$ cat src/rtl/elevator_ctrl_n.sv
// elevator_ctrl_n: N-floor elevator controller with SCAN (direction-preserving) scheduling.
// Merges the tick prescaler, request latching, destination selection and car FSM into one block.
//
// Ports:
//   clk        system clock, all logic on rising edge
//   resetn     synchronous reset, active-HIGH (1 = reset), overrides enable
//   enable     global run enable; 0 freezes every register
//   open/shut  door open / close requests (level)
//   btncar     in-car floor buttons, bit i = floor i+1
//   btnout     hall call buttons, bit i = floor i+1
//   location   current car floor (1..FLOORS)
//   dest       selected target floor, 0 = none
//   state      0 idle, 1 moving up, 2 moving down, 3 door open
//   dir        travel preference, 1 = up
//   btnidccar  latched car requests
//   btnidcout  latched hall requests
//   doorcnt    door-open tick count
//   movecnt    inter-floor tick count
module elevator_ctrl_n #(
  parameter int unsigned FLOORS     = 5,
  parameter int unsigned FLOOR_W    = 4,
  parameter int unsigned TICK_DIV   = 100000000,
  parameter int unsigned DOOR_TICKS = 3,
  parameter int unsigned MOVE_TICKS = 3,
  parameter int unsigned CNT_W      = 2
) (
  input  logic               clk,
  input  logic               resetn,
  input  logic               enable,
  input  logic               open,
  input  logic               shut,
  input  logic [FLOORS-1:0]  btncar,
  input  logic [FLOORS-1:0]  btnout,
  output logic [FLOOR_W-1:0] location,
  output logic [FLOOR_W-1:0] dest,
  output logic [1:0]         state,
  output logic               dir,
  output logic [FLOORS-1:0]  btnidccar,
  output logic [FLOORS-1:0]  btnidcout,
  output logic [CNT_W-1:0]   doorcnt,
  output logic [CNT_W-1:0]   movecnt
);

  localparam int unsigned PRESC_W = (TICK_DIV > 1) ? $clog2(TICK_DIV) : 1;

  localparam logic [PRESC_W-1:0] PRESC_MAX = PRESC_W'(TICK_DIV - 1);
  localparam logic [CNT_W-1:0]   DOOR_LAST = CNT_W'(DOOR_TICKS - 1);
  localparam logic [CNT_W-1:0]   MOVE_LAST = CNT_W'(MOVE_TICKS - 1);

  localparam logic [1:0] StIdle = 2'd0;
  localparam logic [1:0] StUp   = 2'd1;
  localparam logic [1:0] StDn   = 2'd2;
  localparam logic [1:0] StDoor = 2'd3;

  // One-hot mask of a floor number; floor 0 ("none") yields an empty mask.
  function automatic logic [FLOORS-1:0] floor_mask(input logic [FLOOR_W-1:0] f);
    logic [FLOORS-1:0] m;
    m = '0;
    for (int i = 0; i < int'(FLOORS); i++) begin
      if (f == FLOOR_W'(i + 1)) m[i] = 1'b1;
    end
    return m;
  endfunction

  // ---------------------------------------------------------------------------
  // State registers
  // ---------------------------------------------------------------------------
  logic [PRESC_W-1:0] presc_q, presc_d;
  logic [FLOOR_W-1:0] loc_q, loc_d;
  logic [FLOOR_W-1:0] dest_q, dest_d;
  logic [1:0]         state_q, state_d;
  logic               dir_q, dir_d;
  logic [FLOORS-1:0]  car_q, car_d;
  logic [FLOORS-1:0]  out_q, out_d;
  logic [CNT_W-1:0]   doorcnt_q, doorcnt_d;
  logic [CNT_W-1:0]   movecnt_q, movecnt_d;

  // ---------------------------------------------------------------------------
  // Prescaler
  // ---------------------------------------------------------------------------
  logic tick;

  always_comb begin
    tick    = (presc_q == PRESC_MAX);
    presc_d = tick ? '0 : presc_q + PRESC_W'(1);
  end

  // ---------------------------------------------------------------------------
  // Destination selection (SCAN): nearest pending floor ahead in the current
  // direction, otherwise the nearest pending floor behind.
  // ---------------------------------------------------------------------------
  logic [FLOORS-1:0]  pending;
  logic [FLOOR_W-1:0] up_near;
  logic [FLOOR_W-1:0] dn_near;

  always_comb begin
    pending = car_q | out_q;
    up_near = '0;
    dn_near = '0;
    // Scan downwards so the last hit is the lowest floor above location.
    for (int i = int'(FLOORS); i >= 1; i--) begin
      if (pending[i-1] && (FLOOR_W'(i) > loc_q)) up_near = FLOOR_W'(i);
    end
    // Scan upwards so the last hit is the highest floor below location.
    for (int i = 1; i <= int'(FLOORS); i++) begin
      if (pending[i-1] && (FLOOR_W'(i) < loc_q)) dn_near = FLOOR_W'(i);
    end
    if (dir_q) begin
      dest_d = (up_near != '0) ? up_near : dn_near;
    end else begin
      dest_d = (dn_near != '0) ? dn_near : up_near;
    end
  end

  // ---------------------------------------------------------------------------
  // Car FSM
  // ---------------------------------------------------------------------------
  logic [FLOOR_W-1:0] loc_step;   // floor reached at the end of the current hop
  logic [FLOOR_W-1:0] clr_floor;  // floor whose requests clear this edge, 0 = none
  logic               pend_here;
  logic               pend_step;

  always_comb begin
    loc_step  = (state_q == StUp) ? loc_q + FLOOR_W'(1) : loc_q - FLOOR_W'(1);
    pend_here = |(pending & floor_mask(loc_q));
    pend_step = |(pending & floor_mask(loc_step));

    state_d   = state_q;
    dir_d     = dir_q;
    loc_d     = loc_q;
    doorcnt_d = doorcnt_q;
    movecnt_d = movecnt_q;
    clr_floor = '0;

    case (state_q)
      StIdle: begin
        if (pend_here || open) begin
          state_d   = StDoor;
          doorcnt_d = '0;
          clr_floor = loc_q;
        end else if (dest_q > loc_q) begin
          state_d = StUp;
          dir_d   = 1'b1;
        end else if ((dest_q != '0) && (dest_q < loc_q)) begin
          state_d = StDn;
          dir_d   = 1'b0;
        end
      end

      StUp, StDn: begin
        if (tick) begin
          if (movecnt_q == MOVE_LAST) begin
            loc_d     = loc_step;
            movecnt_d = '0;
            if (pend_step) begin
              state_d   = StDoor;
              doorcnt_d = '0;
              clr_floor = loc_step;
            end
          end else begin
            movecnt_d = movecnt_q + CNT_W'(1);
          end
        end
      end

      StDoor: begin
        if (open) begin
          doorcnt_d = '0;
        end else if (shut) begin
          state_d   = StIdle;
          doorcnt_d = '0;
        end else if (tick) begin
          if (doorcnt_q == DOOR_LAST) begin
            state_d   = StIdle;
            doorcnt_d = '0;
          end else begin
            doorcnt_d = doorcnt_q + CNT_W'(1);
          end
        end
      end

      default: begin
        state_d = StIdle;
      end
    endcase
  end

  // ---------------------------------------------------------------------------
  // Request latching
  // ---------------------------------------------------------------------------
  logic [FLOORS-1:0] btn_mask;
  logic [FLOORS-1:0] clr_mask;

  always_comb begin
    // Presses for the floor the door is open at are already being served.
    btn_mask = (state_q == StDoor) ? floor_mask(loc_q) : '0;
    clr_mask = floor_mask(clr_floor);
    car_d    = (car_q | (btncar & ~btn_mask)) & ~clr_mask;
    out_d    = (out_q | (btnout & ~btn_mask)) & ~clr_mask;
  end

  // ---------------------------------------------------------------------------
  // Registers
  // ---------------------------------------------------------------------------
  always_ff @(posedge clk) begin
    if (resetn) begin
      presc_q   <= '0;
      loc_q     <= FLOOR_W'(1);
      dest_q    <= '0;
      state_q   <= StIdle;
      dir_q     <= 1'b1;
      car_q     <= '0;
      out_q     <= '0;
      doorcnt_q <= '0;
      movecnt_q <= '0;
    end else if (enable) begin
      presc_q   <= presc_d;
      loc_q     <= loc_d;
      dest_q    <= dest_d;
      state_q   <= state_d;
      dir_q     <= dir_d;
      car_q     <= car_d;
      out_q     <= out_d;
      doorcnt_q <= doorcnt_d;
      movecnt_q <= movecnt_d;
    end
  end

  assign location  = loc_q;
  assign dest      = dest_q;
  assign state     = state_q;
  assign dir       = dir_q;
  assign btnidccar = car_q;
  assign btnidcout = out_q;
  assign doorcnt   = doorcnt_q;
  assign movecnt   = movecnt_q;

endmodule

$ cat config.mk
export PLATFORM = sky130hd
export DESIGN_NAME = elevator_ctrl_n
export DESIGN_NICKNAME = d
export VERILOG_FILES = /design/src/rtl/elevator_ctrl_n.sv
export SDC_FILE = /design/constraint.sdc
export NUM_CORES = 1
export LEC_CHECK = 0
export ABC_AREA = 1
export CAP_MARGIN = 30
export CORE_UTILIZATION = 60
export DETAILED_ROUTE_END_ITERATION = 7
export PLACE_DENSITY_LB_ADDON = 0.2
export SETUP_SLACK_MARGIN = 0.5
export SYNTH_ARGS = -nofsm -noshare
export SYNTH_HDL_FRONTEND = slang
export SYNTH_SLANG_ARGS = --single-unit
$ cat constraint.sdc
create_clock -name clk -period 4 [get_ports clk]
set_input_delay 1.2 -clock clk [delete_from_list [all_inputs] [get_ports clk]]
set_output_delay 1.2 -clock clk [all_outputs]
set_load 0.05 [all_outputs]
* After elaboration in Yosys (flattened, before gate mapping)
Index checks and enable logic that the tools add are counted. Widths: inputs -> output; s select.
Storage, ports and cells: bits in registers 52, latch bits 0, RAM bits 0, ROM bits 0, logic and storage cells 152, memories kept 0
Cells by class: add/sub/neg operators 5, $mul 0, divide/modulo/power cells 0, order comparisons 12, eq/ne operators 30, shift operators 0, mux-type cells 59, bitwise gates (word level) 12, reductions and logical operators 25
Operator list (count):
- $mux 4 | 16
- $mux 2 | 19
- $and 5x5->5 | 6
- $add 27x1->27 const B | 1
- $eq 27x27->1 const B | 1
- $mux 27 | 1
- $eq 4x2->1 const B | 6
- $eq 4x3->1 const B | 6
- $mux 1 | 18
- $or 5x5->5 | 3
- $eq 4x1->1 const B | 3
- $pmux 2 s3 | 2
- $reduce_bool 4->1 | 3
- $logic_and 1x1->1 | 11
- $ne 2x2->1 const B | 5
- $not 5->5 | 2
- $reduce_or 5->1 | 2
- $eq 2x2->1 const B | 4
- $gt 2x4->1 const A | 2
- $gt 3x4->1 const A | 2
- $lt 2x4->1 const A | 2
- $lt 3x4->1 const A | 2
- $ne 4x4->1 const B | 2
- $pmux 4 s2 | 1
- other kinds (20) | 23

* Depth between registers and ports, before layout
Gate-level depths: netlist (run 1).
word-level depth 14, gate-level depth with buffers 15, gate-level depth less buffers 15

* Least setup slack after synthesis (run 1)
OpenSTA, ideal clock, no wires.
path kind input-to-reg, start input enable, end register presc_q[23], arrival time 2.317 ns, required time 3.885 ns, setup slack 1.568 ns, stages 11, cells stage by stage buf_4 -> inv_2 -> nor2_2 -> nand2_1 -> nor3_2 -> nand2_1 -> nor4_2 -> nand2_1 -> nand2_1 -> inv_1 -> o21a_1
RTL lines:
- start, declared | line 29 | input logic enable,
- end signal, assigned | line 217 | presc_q <= presc_d;
- end, declared | line 68 | logic [PRESC_W-1:0] presc_q, presc_d;

* Worst setup path in the final report (run 1)
start register loc_q[0], in the netlist location[0], end output location[0]
RTL lines:
- start, declared | line 69 | logic [FLOOR_W-1:0] loc_q, loc_d;
- start signal, assigned | line 218 | loc_q <= loc_d;
- end, declared | line 34 | output logic [FLOOR_W-1:0] location,
No word-level cell between the ends.

==> results of run 1 <==
-- power groups by stage --
stage / logic [uW] / registers (uW) / clock network (uW)
3_3_place_gp: 579 / 582 / 0
6_report: 598 / 572 / 324
3_5_place_dp: 589 / 583 / 0
5_1_grt: 664 / 577 / 346
2_1_floorplan: 343 / 683 / 0
4_1_cts: 593 / 572 / 328
-- cell usage after synthesis (8+ instances only) --
cell	number
a21oi_1	36
dfxtp_1	51
ha_1	12
inv_1	71
inv_2	8
nand2_1	100
nand3_1	41
nand4_1	13
nor2_1	62
nor2_2	12
nor3_1	11
o21ai_0	30
-- area by class of cell --
type | count | area [um^2] | share of cell area
Inverter | 79 | 297 | 0.0745
Sequential cell | 51 | 1020 | 0.257
Clock inverter | 3 | 28.8 | 0.00723
Clock buffer | 5 | 68.8 | 0.0173
Tap cell | 72 | 90.1 | 0.0226
Timing Repair Buffer | 41 | 403 | 0.101
Multi-Input combinational cell | 380 | 2070 | 0.521
-- metrics by stage --
step                instances  utilization
global placement          623        0.701
CTS                       631        0.718
floorplan                 523            -
global route              631        0.718
detailed placement        623        0.701
finish                    631        0.718
-- metal layers --
| metal | part of all wire | routed length (um) | up-vias | global-route usage |
|---|---|---|---|---|
| met5 | 0 | 0 | - | 0 |
| met4 | 0.013 | 115 | 0 | 0.0852 |
| met3 | 0.076 | 663 | 12 | 0.0570 |
| met2 | 0.44 | 3880 | 150 | 0.465 |
| met1 | 0.47 | 4080 | 1579 | 0.427 |
| li1 | - | - | 1781 | - |
-- state kept, by name, indices dropped and copies added (netlist names) --
signal / cells
doorcnt: 2
state: 2
location: 4
btnidcout: 5
movecnt: 2
btnidccar: 5
presc_q: 27
dir: 1
dest: 3
-- kinds of logic after synthesis --
family	Yosys count	share of synthesized area
simple gates	276	0.396
buf+inv	92	0.110
compound gates	85	0.140
flops	51	0.294
fa+ha+maj	12	0.0432
xor+xnor	6	0.0151
other cells	1	0.00108
-- worst min-delay path by stage --
stage	start	to	slack, ns	depth (start not counted)
detailed placement	presc_q[22]$_SDFFE_PP0P_	presc_q[22]$_SDFFE_PP0P_	0.49	2
global route	state[1]$_SDFFE_PP0P_	state[1]$_SDFFE_PP0P_	0.54	2
global placement	presc_q[22]$_SDFFE_PP0P_	presc_q[22]$_SDFFE_PP0P_	0.48	2
CTS	presc_q[22]$_SDFFE_PP0P_	presc_q[22]$_SDFFE_PP0P_	0.50	2
floorplan	presc_q[22]$_SDFFE_PP0P_	presc_q[22]$_SDFFE_PP0P_	0.45	2
finish	presc_q[0]$_SDFFE_PP0P_	presc_q[0]$_SDFFE_PP0P_	0.50	2
==> results.cfg, run 1 <==
[worst_setup_path]
r2r_start = location[0]$_SDFFE_PP1P_
cp-end-kind = output pin
cp_data_required_time_ns = 2.80
critical_path.cell_chain = clkdlybuf4s50_1
rrSetupSlack_ns = 1.45
critical-path-top-delay-family = buffers and inverters
r2r_cells = 10
cp_num_buf_inv = 1
startpoint_type = flop
r2r-end = btnidccar[3]$_SDFFE_PP0P_
cp.depth = 1
cp_data_arrival_time_ns = 1.83
critPathKind = flop to output pin
critPathCapture = location[0]
critPathMaxStageDelay_ns = 0.89
critPathLaunch = location[0]$_SDFFE_PP1P_
path_max_fanout = 10
cp_slowest_cell = clkdlybuf4s50_1

[timing]
fin_crit_sh = 0.757
drv_slew = 0
whs_ns = 0.504
setup_ws_ns = 0.973
relSlewSlack = 0.642
finClkSkew_ns = 0.0118
finalCriticalPeriod_ns = 3.03
finalSetupViolations = 0
max_freq_ghz = 0.330
hold_viol_final = 0
max_slew.worst_pin.slew_ns = 0.535
fin_setup_tns_ns = 0
rsz0062_at_grt = false

[placement]
hpwl_mm = 6.66
pre_cts_ws_ns = 0.962
io_buffer_count = 38
place_congestion = 0.932
placed_area_um2 = 3880

[clocking]
worstSkewPairLatency_ns = 0.32
cts_root_buf = clkbuf_8
cts.sinks = 51
cts.htree.levels = 2
cts.path.max_buffers = 2
cts_tree = yes
numCtsBuffers = 5
post-cts-setup-buffers = 0
clk_pin_slew_ns = 0.11
cts_resized = 0
postCtsHoldBufs = 0

[power]
p_int_uw = 876
p_per_area_nw_per_um2 = 375
seqPwrFrac = 0.383
clockPowerShare = 0.217
p_sw_frac = 0.413
p_comb_frac = 0.400
finalPower_uw = 1490
ir_drop_mv = 0.518
p_leak_uw = 0.00173
p_sw_uw = 618

[global_route]
antenna_found_initial = 0
overflow = 0
grt_pass1_vias = 3119
grt_pass1_wl_mm = 14.6
grt.total_usage = 0.301
grt_start_max_net_pins = 28

[detailed_routing]
drc_errors = 0
dr_total_vias = 3522
post_drt_wl_per_cell_um = 13.9
drt_wl_total_mm = 8.74
ant_nets = 0
drtPass1Iterations = 5
dr.first_iter.drc_count = 286
viasPerCell = 5.58

[logic_synthesis]
yosysSeqAreaShare = 0.294
synth_nets = 550
synthTopCellsByArea = dfxtp_1 29%, nand2_1 11%, inv_1 7.7%
ys_types = 45
syn-instance-count = 523
async_flop_share = 0
synth-edff-count = 0
synthesis.area_um2 = 3470
synth_top_area_frac = 0.294
yosys.area.top_type = dfxtp_1
synth_warnings = 0
ys.flop_type = dfxtp_1
syn_avg_cell_area_um2 = 6.64
synth_seq_cells = 51

[hold_path]
worst_hold_path_type = flop to flop

[layout]
final_cell_mix = 100 x nand2_1, 71 x inv_1, 62 x nor2_1
syn2layout_area_growth_pct = 14.5
stdcell_area_um2 = 3980
drive_above_1_share = 0.116
fillCellCount = 510
final_nets = 585
layout_commonest_cell = nand2_1
antenna_cells = 0

[floorplanning]
ios = 40
initial_core_util = 0.627
core-area_um2 = 5540
die_h_um = 78.1
dieWidth_um = 78.1
dieArea_um2 = 6100
rows = 27

[status]
status = complete, no violations

[flow_run]
drv_cap = 0
Power figures use the tool's default switching activity.
==> run 2: changes to the inputs <==
CORE_UTILIZATION = 57   (was 60)
clock period = 2.9 ns   (was 4 ns; I/O delays follow)
==> results.cfg, run 2 (synthesized netlist as in run 1, its figures left out) <==
[timing]
fin_crit_sh = 0.813
finalSetupViolations = 0
hold_viol_final = 0
max_slew.worst_pin.slew_ns = 0.525
drv_slew = 0
max_freq_ghz = 0.424
finClkSkew_ns = 0.00701
relSlewSlack = 0.651
whs_ns = 0.504
rsz0062_at_grt = true
finalCriticalPeriod_ns = 2.36
fin_setup_tns_ns = 0

[global_route]
grt.total_usage = 0.294
grt_start_max_net_pins = 21
grt_pass1_vias = 3248
overflow = 0
grt_pass1_wl_mm = 14.7
antenna_found_initial = 0

[layout]
antenna_cells = 0
largest_reg_flops = 27
fillCellCount = 504
top_register = presc_q
syn2layout_area_growth_pct = 19.6
final_nets = 596
drive_above_1_share = 0.146
layout_commonest_cell = nand2_1
final_cell_mix = 97 x nand2_1, 70 x inv_1, 62 x nor2_1

[floorplanning]
dieArea_um2 = 6410
die_h_um = 80.1
core-area_um2 = 5890
ios = 40
initial_core_util = 0.590
dieWidth_um = 80.1
rows = 28

[clocking]
worstSkewPairLatency_ns = 0.31
cts.htree.levels = 2
cts.sinks = 51
numCtsBuffers = 5
cts.path.max_buffers = 2
cts_root_buf = clkbuf_8
clk_pin_slew_ns = 0.10
postCtsHoldBufs = 0
cts_tree = yes

[worst_setup_path]
cp_num_buf_inv = 1
cp_slowest_cell = clkdlybuf4s50_1
startpoint_type = flop
rrSetupSlack_ns = 0.66
cp-end-kind = output pin
r2r_start = location[1]$_SDFFE_PP0P_
r2r_cells = 14
critical-path-top-delay-family = buffers and inverters
path_max_fanout = 3
critPathMaxStageDelay_ns = 0.81
r2r-end = doorcnt[1]$_SDFFE_PP0P_
critical_path.cell_chain = clkdlybuf4s50_1
critPathKind = flop to output pin
cp_data_arrival_time_ns = 1.49
cp_data_required_time_ns = 2.03

[detailed_routing]
viasPerCell = 5.62
ant_nets = 0
drc_errors = 0
post_drt_wl_per_cell_um = 14.3
drt_wl_total_mm = 9.20
dr_total_vias = 3628
dr.first_iter.drc_count = 203
drtPass1Iterations = 5

[placement]
hpwl_mm = 6.80
io_buffer_count = 38
place_congestion = 0.920

[status]
status = complete, no violations

[power]
ir_drop_mv = 0.643
finalPower_uw = 2230
p_per_area_nw_per_um2 = 537
p_leak_uw = 0.00198

[hold_path]
min_from = presc_q[21]$_SDFFE_PP0P_
worstHoldPathCells = 2
whs_endpoint = presc_q[21]$_SDFFE_PP0P_
worst_hold_path_type = flop to flop

[flow_run]
drv_cap = 0
==> run 2: cell count changes in the layout (fill, tap and decap cells not counted), sizes merged <==
cell	before	now
bufinv	0	2
dlygate4sd2	0	8
dlymetal6s2s	0	8
clkinv	2	0
clkdlybuf4s50	38	22
buf	3	14
==> run 2: layout make-up <==
class,count,area [um^2],area share
Inverter,79,297,0.0714
Clock buffer,5,68.8,0.0166
Multi-Input combinational cell,380,2100,0.506
Sequential cell,51,1030,0.247
Tap cell,75,93.8,0.0226
Clock inverter,3,71.3,0.0172
Timing Repair Buffer,52,495,0.119
==> run 2: timing repair <==
item                                    4_1_cts  5_1_grt
endpoints found under the setup margin       22       23
buffers inserted                              0        5
gates resized for setup                       9       18
pin swaps                                     0        4
==> run 2: where the power goes <==
group	switching, uW	internal (uW)
clock network	264	350
registers	42.0	744
logic	557	273
total	864	1370
==> run 2: how the worst max path moves through the flow <==
stage / start / endpoint / slack, ns / depth (start not counted)
floorplan: location[0]$_SDFFE_PP1P_ / btnidccar[3]$_SDFFE_PP0P_ / 0.51 / 11
detailed placement: enable / presc_q[16]$_SDFFE_PP0P_ / 0.30 / 11
CTS: movecnt[1]$_SDFFE_PP0P_ / movecnt[1] / 0.51 / 1
global route: enable / presc_q[23]$_SDFFE_PP0P_ / 0.45 / 11
global placement: enable / presc_q[23]$_SDFFE_PP0P_ / 0.36 / 11
finish: dest[0]$_SDFFE_PP0P_ / dest[0] / 0.54 / 1
==> run 2: metal layers <==
layer | global-route usage | routed length (um)
met2 | 0.496 | 4210
met5 | 0 | 0
met4 | 0.0893 | 182
met1 | 0.381 | 4090
met3 | 0.0489 | 725
==> run 2: through the flow <==
| stage | cell area, um^2 | std cells | utilization | worst slack, ns |
|---|---|---|---|---|
| final | 4150 | 645 | 0.706 | 0.541 |
| after global routing | 4150 | 645 | 0.706 | 0.447 |
| after CTS | 4060 | 640 | 0.690 | 0.507 |
| after detailed placement | 3930 | 632 | 0.668 | 0.295 |
| after global placement | 3930 | 632 | 0.668 | 0.357 |
| after floorplan | 3470 | 523 | - | 0.511 |
==> run 3: changes to the inputs <==
clock period = 2.3 ns   (was 2.9 ns; I/O delays follow)
==> results.cfg, run 3 (synthesized netlist as in run 1, its figures left out) <==
[worst_setup_path]
path_max_fanout = 6
r2r_start = location[0]$_SDFFE_PP1P_
critPathMaxStageDelay_ns = 0.43
critPathKind = flop to flop
cp_slowest_cell = dfxtp_4
critical_path.cell_chain = inv_8 -> ha_4 -> xor2_4 -> nor2_2 -> nand3_2 -> nand2_2 -> nand2_4 -> o21ai_4 -> nand2_1 -> nand2_1 -> nor2_2 -> nor2_1
startpoint_type = flop
cp_data_arrival_time_ns = 2.36
cp_data_required_time_ns = 2.56
cp-end-kind = flop
r2r-end = btnidcout[1]$_SDFFE_PP0P_
r2r_cells = 12
rrSetupSlack_ns = 0.19

[timing]
finalSetupViolations = 0
setup_ws_ns = 0.194
hold_viol_final = 0
finalCriticalPeriod_ns = 2.11
fin_setup_tns_ns = 0
finClkSkew_ns = 0.0156
fin_crit_sh = 0.916
rsz0062_at_grt = true
max_freq_ghz = 0.475
drv_slew = 0

[global_route]
grt_pass1_wl_mm = 16.2
antenna_found_initial = 0
grt_pass1_vias = 3576
grt_start_max_net_pins = 25
overflow = 0
grt.total_usage = 0.326

[detailed_routing]
ant_nets = 0
drt_wl_total_mm = 12.3
drc_errors = 0
dr_total_vias = 4104
dr.first_iter.drc_count = 321
post_drt_wl_per_cell_um = 18.1
drtPass1Iterations = 7
viasPerCell = 6.04

[clocking]
cts_tree = yes
cts.sinks = 51
cts.path.max_buffers = 2
clk_pin_slew_ns = 0.11
postCtsHoldBufs = 0
cts_root_buf = clkbuf_8
numCtsBuffers = 5
cts.htree.levels = 2
worstSkewPairLatency_ns = 0.32

[layout]
final_cell_mix = 85 x nand2_1, 58 x inv_1, 54 x nor2_1
regArea_um2 = 1060
stdcell_area_um2 = 4790
fin_cells = 680
multi_input_area_um2 = 2450
fillCellCount = 358
antenna_cells = 0
syn2layout_area_growth_pct = 38.0
layout_commonest_cell = nand2_1
final_nets = 631
top_register = presc_q
drive_above_1_share = 0.369
largest_reg_flops = 27

[hold_path]
whs_endpoint = presc_q[22]$_SDFFE_PP0P_
worstHoldPathCells = 2
min_from = presc_q[22]$_SDFFE_PP0P_
worst_hold_path_type = flop to flop

[floorplanning]
die_h_um = 80.1
dieArea_um2 = 6410
rows = 28
initial_core_util = 0.590
dieWidth_um = 80.1
ios = 40
core-area_um2 = 5890

[power]
finalPower_uw = 3260
clockPowerShare = 0.222
ir_drop_mv = 0.519
p_per_area_nw_per_um2 = 679
p_comb_frac = 0.465
p_sw_frac = 0.425
seqPwrFrac = 0.314
p_int_uw = 1870
p_leak_uw = 0.00210
p_sw_uw = 1380

[placement]
placed_area_um2 = 4140
place_congestion = 0.911
pre_cts_ws_ns = -0.193
placed_cells = 642
io_buffer_count = 38
hpwl_mm = 7.12

[status]
status = complete, no violations

[flow_run]
drv_cap = 0
==> run 3: cell types whose count changed in the layout (fill, tap and decap cells not counted), moves of 11 or more <==
cell             previous run  this run
buf_4                      14        45
clkdlybuf4s15_2             0        11
dfxtp_1                    49        31
dfxtp_2                     1        13
inv_1                      70        58
nand2_1                    97        85
==> run 3: worst max-delay path by stage <==
| stage | start | end | slack, ns | depth (start not counted) |
|---|---|---|---|---|
| after floorplan | enable | presc_q[23]$_SDFFE_PP0P_ | 0.43 | 11 |
| after global placement | enable | presc_q[23]$_SDFFE_PP0P_ | -0.13 | 12 |
| after detailed placement | enable | presc_q[23]$_SDFFE_PP0P_ | -0.19 | 12 |
| after CTS | location[1]$_SDFFE_PP0P_ | btnidccar[3]$_SDFFE_PP0P_ | 0.42 | 11 |
| after global routing | location[0]$_SDFFE_PP1P_ | btnidcout[1]$_SDFFE_PP0P_ | 0.18 | 12 |
| final | location[0]$_SDFFE_PP1P_ | btnidcout[1]$_SDFFE_PP0P_ | 0.19 | 12 |
==> run 3: power by group through the flow <==
stage	sequential [uW]	clock, uW	combinational [uW]
after floorplan	1200	0	682
after global placement	1030	0	1110
after detailed placement	1030	0	1140
after CTS	1010	717	1260
after global routing	1020	756	1580
final	1020	722	1510
==> run 3: cell type report <==
cell class / count / share of cell area
multi-input combinational: 380 / 0.511
sequential: 51 / 0.222
timing repair buffer: 87 / 0.153
inverter: 79 / 0.0673
clock buffer: 6 / 0.0196
tap: 75 / 0.0196
clock inverter: 2 / 0.00783
==> run 3: metrics by stage <==
stage,hold slack [ns],util
final,0.492,0.814
after global routing,0.519,0.814
after CTS,0.494,0.763
after detailed placement,0.480,0.703
after global placement,0.473,0.703
after floorplan,0.452,-
==> run 3: repair_timing <==
| item | in CTS | in global routing |
|---|---|---|
| resized for setup | 97 | 89 |
| setup buffers | 14 | 16 |
| pin swaps | 20 | 39 |
| setup endpoints to repair | 68 | 47 |
==> run 3: routing by layer <==
metal | wire length, um | part of all wire | vias up | GRT usage
met5 | 0 | 0 | - | 0
met4 | 735 | 0.060 | 0 | 0.148
met3 | 981 | 0.080 | 92 | 0.0545
met2 | 5950 | 0.48 | 277 | 0.599
met1 | 4630 | 0.38 | 1867 | 0.365
li1 | - | - | 1868 | -
==> run 3: critical path, delay by kind of cell, from the launching register on <==
family                     cells  cell delay [ns]
adders and majority gates      1             0.25
xor gates and xnor gates       1             0.17
AOI/OAI and AO/OA              1             0.26
and+or+nand+nor                8             0.87
buffers and inverters          1             0.06
DFF                            1             0.43
